## src/rtl/fir_frame_feeder_pkg.sv

```systemverilog
// -----------------------------------------------------------------------------
// fir_frame_feeder_pkg
// Shared definitions for the FIR frame feeder and its skid buffer.
//   FRAME_LEN_DEFAULT : samples per frame (FIR tap count == core FIFO depth)
//   DATA_W_DEFAULT    : sample width
//   CNT_W             : width of the frame / drop counters
//   feeder_state_t    : feeder FSM states (also exported on dbg_state)
// -----------------------------------------------------------------------------
package fir_frame_feeder_pkg;

    localparam int FRAME_LEN_DEFAULT = 64;
    localparam int DATA_W_DEFAULT    = 16;
    localparam int CNT_W             = 16;

    typedef enum logic [1:0] {
        IDLE  = 2'd0,
        FILL  = 2'd1,
        DRAIN = 2'd2
    } feeder_state_t;

endpackage

```

## src/rtl/fir_skid_buf2.sv

```systemverilog
// -----------------------------------------------------------------------------
// fir_skid_buf2
// Two-entry first-in first-out holding buffer in front of the feeder FSM.
// Ports:
//   i_clk, i_rst_n      : clock, asynchronous active-low reset
//   i_push, i_push_data : write one word (caller guarantees room, counting a
//                         same-cycle pop as freeing a slot)
//   i_pop               : drop the head word (caller guarantees count != 0)
//   o_head              : oldest stored word, valid while o_count != 0
//   o_count             : number of stored words, 0..2
// Entry 0 is always the head; a pop shifts entry 1 down so the read side
// never needs a pointer.
// -----------------------------------------------------------------------------
module fir_skid_buf2
    import fir_frame_feeder_pkg::*;
#(
    parameter int DATA_W = DATA_W_DEFAULT
) (
    input  logic              i_clk,
    input  logic              i_rst_n,
    input  logic              i_push,
    input  logic [DATA_W-1:0] i_push_data,
    input  logic              i_pop,
    output logic [DATA_W-1:0] o_head,
    output logic [1:0]        o_count
);

    logic [DATA_W-1:0] r_mem0;
    logic [DATA_W-1:0] r_mem1;
    logic [1:0]        r_count;

    always_ff @(posedge i_clk or negedge i_rst_n) begin
        if (!i_rst_n) begin
            r_mem0  <= '0;
            r_mem1  <= '0;
            r_count <= 2'd0;
        end else begin
            case ({i_push, i_pop})
                2'b10: begin
                    if (r_count == 2'd0) r_mem0 <= i_push_data;
                    else                 r_mem1 <= i_push_data;
                    r_count <= r_count + 2'd1;
                end
                2'b01: begin
                    r_mem0  <= r_mem1;
                    r_count <= r_count - 2'd1;
                end
                2'b11: begin
                    // Count is unchanged; the new word lands behind whatever
                    // remains after the head leaves.
                    if (r_count == 2'd1) begin
                        r_mem0 <= i_push_data;
                    end else begin
                        r_mem0 <= r_mem1;
                        r_mem1 <= i_push_data;
                    end
                end
                default: ;
            endcase
        end
    end

    assign o_head  = r_mem0;
    assign o_count = r_count;

endmodule

```

## src/rtl/fir_frame_feeder.sv

```systemverilog
// -----------------------------------------------------------------------------
// fir_frame_feeder
// Upstream stage of the 64-tap FIR core. Buffers a valid/ready sample stream
// in a 2-entry skid buffer and writes whole FRAME_LEN-word frames into the
// core's input FIFO, then waits for the core to start draining before the
// next frame may begin.
//
// Handshake: a sample transfers on a rising clk edge where s_valid && s_ready;
// s_ready is registered and never depends combinationally on s_valid.
//
// Ports:
//   clk, reset        : clock (shared with FIR core), async active-low reset
//   s_data/s_valid    : input sample stream
//   s_ready           : feeder can accept (registered)
//   able2write        : core's able2write_out
//   X, in_write_ctrlX : FIFO data / write strobe (registered)
//   frame_done        : pulse with the last word of each frame (registered)
//   frame_cnt         : completed frames, wraps modulo 2^16
//   drop_cnt          : discarded samples (drop mode only, else 0)
//   dbg_state         : current FSM state, for observation only
//
// Build option FRAME_FEEDER_DROP_EN: s_ready is tied high and samples that
// find the buffer full are discarded and counted in drop_cnt.
// -----------------------------------------------------------------------------
module fir_frame_feeder
    import fir_frame_feeder_pkg::*;
#(
    parameter int FRAME_LEN = FRAME_LEN_DEFAULT,
    parameter int DATA_W    = DATA_W_DEFAULT
) (
    input  logic              clk,
    input  logic              reset,
    input  logic [DATA_W-1:0] s_data,
    input  logic              s_valid,
    output logic              s_ready,
    input  logic              able2write,
    output logic [DATA_W-1:0] X,
    output logic              in_write_ctrlX,
    output logic              frame_done,
    output logic [CNT_W-1:0]  frame_cnt,
    output logic [CNT_W-1:0]  drop_cnt,
    output feeder_state_t     dbg_state
);

    localparam int                  WR_IDX_W = $clog2(FRAME_LEN) + 1;
    localparam logic [WR_IDX_W-1:0] LAST_IDX = WR_IDX_W'(FRAME_LEN - 1);

    feeder_state_t       r_state;
    logic [WR_IDX_W-1:0] r_wr_idx;
    logic [DATA_W-1:0]   r_x;
    logic                r_wr;
    logic                r_done;
    logic [CNT_W-1:0]    r_frame_cnt;

    logic                w_push;
    logic                w_pop;
    logic [DATA_W-1:0]   w_head;
    logic [1:0]          w_count;

    // One word leaves the buffer on every FILL cycle that has data.
    assign w_pop = (r_state == FILL) && (w_count != 2'd0);

`ifdef FRAME_FEEDER_DROP_EN
    logic             w_room;
    logic [CNT_W-1:0] r_drop_cnt;

    // A pop in the same cycle frees a slot, so a full buffer still accepts.
    assign w_room   = (w_count != 2'd2) || w_pop;
    assign w_push   = s_valid && w_room;
    assign s_ready  = 1'b1;
    assign drop_cnt = r_drop_cnt;

    always_ff @(posedge clk or negedge reset) begin
        if (!reset) begin
            r_drop_cnt <= '0;
        end else if (s_valid && !w_room) begin
            r_drop_cnt <= r_drop_cnt + CNT_W'(1);
        end
    end
`else
    logic       r_s_ready;
    logic [1:0] w_count_nxt;

    assign w_push      = s_valid && r_s_ready;
    assign w_count_nxt = w_count + {1'b0, w_push} - {1'b0, w_pop};
    assign s_ready     = r_s_ready;
    assign drop_cnt    = '0;

    // Ready reflects the occupancy after this edge, so a full buffer is
    // never offered to the source.
    always_ff @(posedge clk or negedge reset) begin
        if (!reset) begin
            r_s_ready <= 1'b0;
        end else begin
            r_s_ready <= (w_count_nxt != 2'd2);
        end
    end
`endif

    fir_skid_buf2 #(
        .DATA_W (DATA_W)
    ) u_skid (
        .i_clk       (clk),
        .i_rst_n     (reset),
        .i_push      (w_push),
        .i_push_data (s_data),
        .i_pop       (w_pop),
        .o_head      (w_head),
        .o_count     (w_count)
    );

    always_ff @(posedge clk or negedge reset) begin
        if (!reset) begin
            r_state     <= IDLE;
            r_wr_idx    <= '0;
            r_x         <= '0;
            r_wr        <= 1'b0;
            r_done      <= 1'b0;
            r_frame_cnt <= '0;
        end else begin
            r_wr   <= 1'b0;
            r_done <= 1'b0;
            case (r_state)
                IDLE: begin
                    if (able2write) begin
                        r_state  <= FILL;
                        r_wr_idx <= '0;
                    end
                end
                FILL: begin
                    if (w_pop) begin
                        r_x  <= w_head;
                        r_wr <= 1'b1;
                        if (r_wr_idx == LAST_IDX) begin
                            r_done      <= 1'b1;
                            r_frame_cnt <= r_frame_cnt + CNT_W'(1);
                            r_wr_idx    <= '0;
                            r_state     <= DRAIN;
                        end else begin
                            r_wr_idx <= r_wr_idx + WR_IDX_W'(1);
                        end
                    end
                end
                DRAIN: begin
                    // Only a low able2write (core reading a full FIFO) ends
                    // the drain; a lingering high from before the fill is
                    // deliberately ignored here.
                    if (!able2write) begin
                        r_state <= IDLE;
                    end
                end
                default: r_state <= IDLE;
            endcase
        end
    end

    assign X              = r_x;
    assign in_write_ctrlX = r_wr;
    assign frame_done     = r_done;
    assign frame_cnt      = r_frame_cnt;
    assign dbg_state      = r_state;

endmodule

```

## config.mk

```make
export PLATFORM = sky130hd
export DESIGN_NAME = fir_frame_feeder
export DESIGN_NICKNAME = d
export VERILOG_FILES = /design/src/rtl/fir_frame_feeder_pkg.sv /design/src/rtl/fir_skid_buf2.sv /design/src/rtl/fir_frame_feeder.sv
export SDC_FILE = /design/constraint.sdc
export NUM_CORES = 1
export LEC_CHECK = 0
export CAP_MARGIN = 5
export CORE_MARGIN = 2
export CORE_UTILIZATION = 25
export DETAILED_ROUTE_END_ITERATION = 8
export SETUP_SLACK_MARGIN = 0.3
export SLEW_MARGIN = 20
export SYNTH_ARGS = -nofsm -noshare
export SYNTH_HDL_FRONTEND = slang
export SYNTH_HIERARCHICAL = 1
export SYNTH_SLANG_ARGS = --single-unit
```

## constraint.sdc

```tcl
create_clock -name clk -period 7.9 [get_ports clk]
set_clock_uncertainty 0.1 [all_clocks]
set_input_delay 0.79 -clock clk [delete_from_list [all_inputs] [get_ports clk]]
set_output_delay 0.79 -clock clk [all_outputs]
set_load 0.1 [all_outputs]
```

==> metrics.cfg <==
[logic_synthesis]
synth_area_per_cell_sq_um = 11.2
synth.most_common_cell = dfrtp_1
synth_edf_count = 0
netlist_area_sq_um = 3720
ys_warn_count = 6
synth_top_area_share = 0.524
yosys.cell_types.count = 40
synth_seq_cells = 78
ys_top_cells_by_count = 78 x dfrtp_1, 39 x o21ai_0, 22 x mux2_2
synthTopCellsByArea = dfrtp_1 52%, mux2_2 6.7%, o21ai_0 5.2%
syn_inst = 333
async_reset_ff_frac = 1.00
ys.flop_type = dfrtp_1
yosysSeqAreaShare = 0.524
yosys.area.top_type = dfrtp_1

[clock_network]
hold_buffers = 0
insertion_delay_ps = 340
postCtsSetupBuffers = 0
cts_sinks = 78
ctsHtreeMaxLevel = 3
cts_resized = 0
path_clk_slew_ps = 60
cts_tree = built
numCtsBuffers = 9
clock_tree.root_cell = clkbuf_16
cts_max_path_buffers = 2

[cells_and_area]
drive_above_1_share = 0.116
finalCoreUtilization = 0.321
antenna-diode-count = 0
fill_cells = 1474
final_design_area_no_fill_sq_um = 4660
instances_no_fill = 572
nets = 413
syn_to_final_growth_pct = 25.2

[sta]
fin_setup_tns_ps = 0
slew_violations = 0
fmax_mhz = 311
rsz0062_at_grt = false
setup_violations = 0
period_minus_slack_ps = 3210
tightest_slew_ps = 1030
hold_ws_ps = 362
worst_slack_ps = 4690
max_slew_margin = 0.310
hold_viol = 0
timing.final.crit_share = 0.407

[setup_path]
cp.required_ps = 8030
end_kind = flop
cp.arrival_ps = 3340
critical_path_class = flop to flop
startpoint_type = flop
cp_max_fo = 23

[floorplanning]
initial_core_util = 0.256
coreArea_sq_um = 14500
die_y_um = 126
std_cell_rows = 44
die_area_sq_um = 15900
die_x_um = 126
top_level_ports = 73

[hold_path]
holdCritPathClass = flop to flop

[placed_design]
place_ws_ps = 4590
place_area_sq_um = 4340
port_buffers = 56
hpwl_um = 5730
dp_cells = 556
gp_congestion = 0.818

[global_routing]
overflow = 0
track_usage = 0.104
grt_antenna_before_repair = 0
grt_max_degree = 79
grt_pass1_vias = 2543
grt_pass1_wl_um = 13100

[run_status]
status = complete, no violations

[routing]
drc = 0
wl_um = 7880
first_pass_iters = 5
ant_nets = 0
vias_per_cell = 4.62
wl_per_cell_um = 13.8
vias = 2641
drtIter0Drc = 158

[power]
swShare = 0.457
seqPwrFrac = 0.309
powerDensity_nw_per_um2 = 462
power.leakage_nw = 1.97
p_total_mw = 2.15
pwr-share-clk = 0.202
switching_power_mw = 0.984
internal-power_mw = 1.17
combPwrFrac = 0.489
ir_drop_v = 0.000162

[job]
timing.max_cap.violations = 0

flip-flops by register name, indices dropped and copies added, names as in the netlist:
| signal | count |
|---|---|
| X | 16 |
| frame_cnt | 16 |
| u_skid/o_head | 16 |
| u_skid/r_mem1 | 16 |
| r_wr_idx | 7 |
| dbg_state | 2 |
| u_skid/o_count | 2 |
| frame_done | 1 |
| in_write_ctrlX | 1 |
| s_ready | 1 |
worst paths after layout:
| path | from | endpoint | slack [ps] | cells past startpoint |
|---|---|---|---|---|
| setup / recovery | dbg_state[1]$_DFFE_PN0P_ | u_skid/r_mem1[1]$_DFFE_PN0P_ | 4690 | 6 |
| hold / removal | frame_cnt[15]$_DFFE_PN0P_ | frame_cnt[15]$_DFFE_PN0P_ | 360 | 1 |
| setup reg to reg | dbg_state[1]$_DFFE_PN0P_ | u_skid/r_mem1[1]$_DFFE_PN0P_ | 4690 | 6 |
| hold reg to reg | frame_cnt[15]$_DFFE_PN0P_ | frame_cnt[15]$_DFFE_PN0P_ | 360 | 1 |
| max in group asynchronous | reset | u_skid/r_mem1[9]$_DFFE_PN0P_ | 6560 | 1 |
| min in group asynchronous | reset | frame_cnt[15]$_DFFE_PN0P_ | 500 | 1 |
cells by family (layout without fill, tap and decap cells):
kind of cell	Yosys count	in the layout	share of synthesized area
buf+inv	41	81	0.0692
compound gates	84	84	0.123
other cells	1	16	0.00101
mux	32	32	0.0968
simple gates	68	68	0.107
flops	78	78	0.524
fa+ha+maj	10	10	0.0336
xor+xnor	19	19	0.0447
cells in the final DEF (no fill, tap or decap), types with 9 or more instances in the layout:
| cell type | Yosys | final |
|---|---|---|
| a21oi_1 | 21 | 21 |
| a31oi_1 | 19 | 19 |
| clkbuf_16 | 0 | 9 |
| clkdlybuf4s50_1 | 0 | 55 |
| conb_1 | 1 | 16 |
| dfrtp_1 | 78 | 78 |
| ha_1 | 10 | 10 |
| inv_1 | 9 | 9 |
| mux2_1 | 10 | 10 |
| mux2_2 | 22 | 22 |
| nand2_1 | 17 | 17 |
| o21ai_0 | 39 | 39 |
| xor2_1 | 11 | 11 |
layout make-up:
class	instances	area [sq um]	area share
clock buffer	11	253	0.0542
inverter	9	33.8	0.00725
multi-input combinational	229	1570	0.337
tap	184	230	0.0494
sequential	78	1950	0.419
timing repair buffer	56	558	0.120
clock inverter	5	65.1	0.0140
critical path: stages, from the launching register on:
cell and delay [ps]:
dfrtp_1 410, nand2b_1 300, nor2_4 570, ha_1 370
and2_1 350, a211o_1 580, mux2_2 410
per-layer routing:
layer  GRT usage  wire (um)
met2       0.163       3810
met1       0.134       3510
met3      0.0225        379
met4      0.0543        177
met5           0          0
power groups by stage:
stage          clock [mW]  combinational, mW  sequential, mW
2_1_floorplan           0              0.536           0.992
5_1_grt             0.461               1.13           0.688
4_1_cts             0.447               1.06           0.669
6_report            0.434               1.05           0.666
3_5_place_dp            0               1.06           0.676
3_3_place_gp            0               1.04           0.671
(Power assumes the default switching activity.)
